===== src/rtl/input_conditioner_pkg.sv =====
`default_nettype none
// +------------------------------------------------------------------+
// | input_conditioner_pkg                                            |
// | Shared lift-controller constants and input-normalisation helper. |
// | Rev 1.0                                                          |
// +------------------------------------------------------------------+
package input_conditioner_pkg;

  localparam int c_NUM_CH = 3;

  localparam int c_P1  = 0;
  localparam int c_P2  = 1;
  localparam int c_P3  = 2;
  localparam int c_FC1 = 0;
  localparam int c_FC2 = 1;
  localparam int c_FC3 = 2;

  typedef enum logic [1:0] {
    MOTOR_STOP = 2'b00,
    MOTOR_UP   = 2'b01,
    MOTOR_DN   = 2'b10
  } motor_e;

  localparam logic [3:0] c_DISP_OFF = 4'hF;

  // Maps a raw pin level to "1 = active" regardless of pull direction.
  function automatic logic normalise(input logic raw, input bit act_low);
    return raw ^ act_low;
  endfunction

endpackage
`default_nettype wire


===== src/rtl/input_conditioner_if.sv =====
`default_nettype none
// +------------------------------------------------------------------+
// | input_conditioner_if                                             |
// | Raw button/endstop inputs and conditioned outputs of the front   |
// | end. Rev 1.0                                                     |
// +------------------------------------------------------------------+
interface input_conditioner_if;
  import input_conditioner_pkg::*;

  logic [c_NUM_CH-1:0] btn_raw;
  logic [c_NUM_CH-1:0] end_raw;
  logic [c_NUM_CH-1:0] button_pulse;
  logic [c_NUM_CH-1:0] endstop_lvl;

  modport master (
    output btn_raw,
    output end_raw,
    input  button_pulse,
    input  endstop_lvl
  );

  modport slave (
    input  btn_raw,
    input  end_raw,
    output button_pulse,
    output endstop_lvl
  );

endinterface
`default_nettype wire


===== src/rtl/input_conditioner_debounce_ch.sv =====
`default_nettype none
// +------------------------------------------------------------------+
// | debounce_ch                                                      |
// | One channel: normalise, 2-FF synchronise, symmetric debounce.    |
// | Rev 1.0                                                          |
// +------------------------------------------------------------------+
module debounce_ch
  import input_conditioner_pkg::*;
#(
  parameter int DEBOUNCE_CYCLES = 50000,
  parameter int CNT_W           = 16,
  parameter bit ACT_LOW         = 1'b1
) (
  input  wire  clk,
  input  wire  rst,
  input  wire  raw,
  output logic level,
  output logic rise
);

  localparam logic [CNT_W-1:0] c_CNT_LAST = CNT_W'(DEBOUNCE_CYCLES - 1);

  logic             r_sync1;
  logic             r_sync2;
  logic [CNT_W-1:0] r_cnt;
  logic             w_accept;

  assign w_accept = (r_sync2 != level) && (r_cnt == c_CNT_LAST);

  always_ff @(posedge clk or negedge rst) begin
    if (!rst) begin
      r_sync1 <= 1'b0;
      r_sync2 <= 1'b0;
      r_cnt   <= '0;
      level   <= 1'b0;
      rise    <= 1'b0;
    end else begin
      r_sync1 <= normalise(raw, ACT_LOW);
      r_sync2 <= r_sync1;
      // Pulse is registered alongside level so both appear on the same edge.
      rise    <= w_accept && r_sync2;
      if (r_sync2 == level) begin
        r_cnt <= '0;
      end else if (w_accept) begin
        level <= r_sync2;
        r_cnt <= '0;
      end else begin
        r_cnt <= r_cnt + 1'b1;
      end
    end
  end

endmodule
`default_nettype wire


===== src/rtl/input_conditioner.sv =====
`default_nettype none
// +------------------------------------------------------------------+
// | input_conditioner                                                |
// | Debounced call-button pulses and endstop levels for the FSM.     |
// | Rev 1.0                                                          |
// +------------------------------------------------------------------+
module input_conditioner
  import input_conditioner_pkg::*;
#(
  parameter int DEBOUNCE_CYCLES = 50000,
  parameter int CNT_W           = 16,
  parameter bit BTN_ACT_LOW     = 1'b1,
  parameter bit END_ACT_LOW     = 1'b1
) (
  input  wire                 clk,
  input  wire                 rst,
  input_conditioner_if.slave  bus
);

  // Buttons only need the press event, endstops only the level.
  logic [c_NUM_CH-1:0] w_btn_level_unused;
  logic [c_NUM_CH-1:0] w_end_rise_unused;

  generate
    for (genvar i = 0; i < c_NUM_CH; i++) begin : g_btn
      debounce_ch #(
        .DEBOUNCE_CYCLES (DEBOUNCE_CYCLES),
        .CNT_W           (CNT_W),
        .ACT_LOW         (BTN_ACT_LOW)
      ) u_ch (
        .clk   (clk),
        .rst   (rst),
        .raw   (bus.btn_raw[i]),
        .level (w_btn_level_unused[i]),
        .rise  (bus.button_pulse[i])
      );
    end

    for (genvar i = 0; i < c_NUM_CH; i++) begin : g_end
      debounce_ch #(
        .DEBOUNCE_CYCLES (DEBOUNCE_CYCLES),
        .CNT_W           (CNT_W),
        .ACT_LOW         (END_ACT_LOW)
      ) u_ch (
        .clk   (clk),
        .rst   (rst),
        .raw   (bus.end_raw[i]),
        .level (bus.endstop_lvl[i]),
        .rise  (w_end_rise_unused[i])
      );
    end
  endgenerate

endmodule
`default_nettype wire


===== src/flat_wrapper.sv =====
// flat-port wrapper written by rule: the top's interface ports become plain ports
module input_conditioner_flat import input_conditioner_pkg::*;
#(
  parameter int DEBOUNCE_CYCLES = 50000,
  parameter int CNT_W           = 16,
  parameter bit BTN_ACT_LOW     = 1'b1,
  parameter bit END_ACT_LOW     = 1'b1
)
  (clk, rst, bus_btn_raw, bus_end_raw, bus_button_pulse, bus_endstop_lvl);
  input_conditioner_if bus_i ();
  input  wire clk;
  input  wire rst;
  input wire logic [$bits(bus_i.btn_raw)-1:0] bus_btn_raw;
  input wire logic [$bits(bus_i.end_raw)-1:0] bus_end_raw;
  output wire logic [$bits(bus_i.button_pulse)-1:0] bus_button_pulse;
  output wire logic [$bits(bus_i.endstop_lvl)-1:0] bus_endstop_lvl;
  assign bus_i.btn_raw = bus_btn_raw;
  assign bus_i.end_raw = bus_end_raw;
  assign bus_button_pulse = bus_i.button_pulse;
  assign bus_endstop_lvl = bus_i.endstop_lvl;
  input_conditioner #(.DEBOUNCE_CYCLES(DEBOUNCE_CYCLES), .CNT_W(CNT_W), .BTN_ACT_LOW(BTN_ACT_LOW), .END_ACT_LOW(END_ACT_LOW)) u_core (.clk(clk), .rst(rst), .bus(bus_i));
endmodule

===== config.mk =====
export PLATFORM = sky130hd
export DESIGN_NAME = input_conditioner_flat
export DESIGN_NICKNAME = d
export VERILOG_FILES = /design/src/rtl/input_conditioner_pkg.sv /design/src/rtl/input_conditioner_if.sv /design/src/rtl/input_conditioner_debounce_ch.sv /design/src/rtl/input_conditioner.sv /design/src/flat_wrapper.sv
export SDC_FILE = /design/constraint.sdc
export NUM_CORES = 1
export LEC_CHECK = 0
export ABC_AREA = 0
export CAP_MARGIN = 0
export CORE_ASPECT_RATIO = 0.5
export CORE_MARGIN = 1
export CORE_UTILIZATION = 55
export CTS_BUF_LIST = sky130_fd_sc_hd__clkbuf_8
export DETAILED_ROUTE_END_ITERATION = 10
export MAX_ROUTING_LAYER = met4
export PLACE_DENSITY = 0.81
export SLEW_MARGIN = 15
export SYNTH_ARGS = -nofsm -noshare
export SYNTH_HDL_FRONTEND = slang
export SYNTH_HIERARCHICAL = 1
export SYNTH_SLANG_ARGS = --single-unit

===== constraint.sdc =====
create_clock -name clk -period 2.16 [get_ports clk]
set_input_delay 0.432 -clock clk [delete_from_list [all_inputs] [get_ports clk]]
set_output_delay 0.432 -clock clk [all_outputs]
set_load 0.05 [all_outputs]

==> impl_metrics.ini <==
[timing]
rsz0062_at_grt = false
fin_tns_setup_ps = 0
fin_crit_sh = 0.957
timing.fmax_mhz = 484
drv_slew = 0
min_period_ps = 2070
tightest_slew_ps = 555
fin_skew_ps = 11.3
hold_viol = 0
finalSetupViolations = 0
relSlewSlack = 0.630

[pwr]
p_int_uw = 3680
power_leakage_uw = 0.00266
seqPwrFrac = 0.487
switching_share = 0.211
pwr-share-clk = 0.481
vdd_drop_max_mv = 0.455
power_density_nw_per_um2 = 721
p_switching_uw = 985
p_comb_frac = 0.032
p_total_uw = 4660

[cells_and_area]
diodes = 0
fin_util = 0.660
layout-drive-gt1-share = 0.184
final_common_cell = dfrtp_1
multi_input_area_um2 = 2620
seqCellArea_um2 = 2930
fillers = 729
final_cell_mix = dfrtp_1, nor2_1, xnor2_1
layout.nets = 578
syn_to_final_growth_pct = 12.3

[global_route]
grt_pass1_vias = 3789
grt.busiest_layer = met2
grt_pass1_wl_um = 17300
grt_max_degree = 44
overflow = 0
met2_usage = 0.354
track_usage = 0.213
antenna_found_initial = 0
met3_usage = 0.0423
use_met1 = 0.251

[clocking]
cts_num_sinks = 117
numCtsBuffers = 17
max-clock-path-buffers = 2
postCtsSetupBuffers = 0
cts_hold_buf = 1
clock_insertion_delay_worst_skew_ps = 440
root_buffer = clkbuf_8
post_cts_resized = 0
clkTransAtPathRegs_ps = 70
cts_max_level = 4
cts_tree = done

[route]
detail_route.vias_per_cell = 5.49
drc_errors = 0
wire_per_inst_um = 13.9
drt_iter0_drc = 303
postRouteAntennaNets = 0
wl_um = 9880
first_pass_iters = 5
vias = 3903

[outcome]
status = completed

[place]
gp_congestion = 0.878
place_hpwl_um = 6550
port_buffers = 13

[floorplanning]
start_util = 0.588
ioPinCount = 14
die_h_um = 74.4
row_count = 25
dieWidth_um = 147
core_area_um2 = 9790
die_area_um2 = 10900

[critical_path]
start_kind = register
path_max_fanout = 3
slowest_delay_ps = 820
crit_family = buffers and inverters
required_ps = 1730
crit_slowest_cell = clkdlybuf4s50_1
cp_data_arrival_time_ps = 1640
cp-end-kind = primary output
crit_type = reg -> out
path_buf_inv = 1
path_cells = clkdlybuf4s50_1

[flow_run]
cap_violations = 0

[yosys]
synthesis.area_um2 = 5760
synth_area_per_cell_um2 = 10.7
syn_inst = 540
yosysWarnings = 6
synth_fp_nets = 554

[hold_path]
hp-class = reg -> reg
-- path summary, 6_finish.rpt --
check | from | endpoint | slack [ps] | depth (start not counted)
max | u_core/g_end[0].u_ch/level$_DFFE_PN0P_ | bus_endstop_lvl[0] | 90 | 1
min | u_core/g_end[1].u_ch/r_sync1$_DFF_PN0_ | u_core/g_end[1].u_ch/r_sync2$_DFF_PN0_ | 350 | 0
max reg2reg | u_core/g_btn[0].u_ch/r_cnt[10]$_DFF_PN0_ | u_core/g_btn[0].u_ch/r_cnt[10]$_DFF_PN0_ | 540 | 4
min reg2reg | u_core/g_end[1].u_ch/r_sync1$_DFF_PN0_ | u_core/g_end[1].u_ch/r_sync2$_DFF_PN0_ | 350 | 0
max in group asynchronous | rst | u_core/g_end[2].u_ch/r_sync2$_DFF_PN0_ | 1020 | 3
min in group asynchronous | rst | u_core/g_btn[0].u_ch/r_cnt[4]$_DFF_PN0_ | 530 | 2
-- layer usage --
layer	part of all wire	up-vias
li1	-	1905
met1	0.47	1942
met2	0.50	47
met3	0.027	9
met4	0.0096	0
met5	0	-
-- power by group through the flow --
stage / clock [µW] / sequential, µW / combinational [µW]
floorplan: 0 / 2300 / 81.9
global placement: 0 / 2310 / 149
detailed placement: 0 / 2310 / 152
CTS: 2290 / 2270 / 155
global route: 2380 / 2280 / 175
finish: 2240 / 2270 / 150
-- layout make-up --
cell class | count | share of cell area
clock buffer | 22 | 0.0468
timing repair buffer | 17 | 0.0286
clock inverter | 9 | 0.0230
multi-input combinational | 381 | 0.405
inverter | 30 | 0.0174
tap | 135 | 0.0261
sequential | 117 | 0.453
-- state kept, by name, indices dropped and copies added, names as in the netlist --
signal and flops:
u_core/g_btn.u_ch/level 3, u_core/g_btn.u_ch/r_cnt 48, u_core/g_btn.u_ch/r_sync1 3, u_core/g_btn.u_ch/r_sync2 3, u_core/g_btn.u_ch/rise 3, u_core/g_end.u_ch/level 3
u_core/g_end.u_ch/r_cnt 48, u_core/g_end.u_ch/r_sync1 3, u_core/g_end.u_ch/r_sync2 3
-- per-stage QoR --
stage	worst slack, ps	hold WS, ps	instances	instance area, µm²
global route	48.9	361	711	6470
detailed placement	542	340	679	6000
floorplan	743	136	540	5760
global placement	573	332	679	6000
CTS	66.3	355	711	6470
finish	92.7	352	711	6470
No activity file was read; power rests on OpenSTA's default activity.
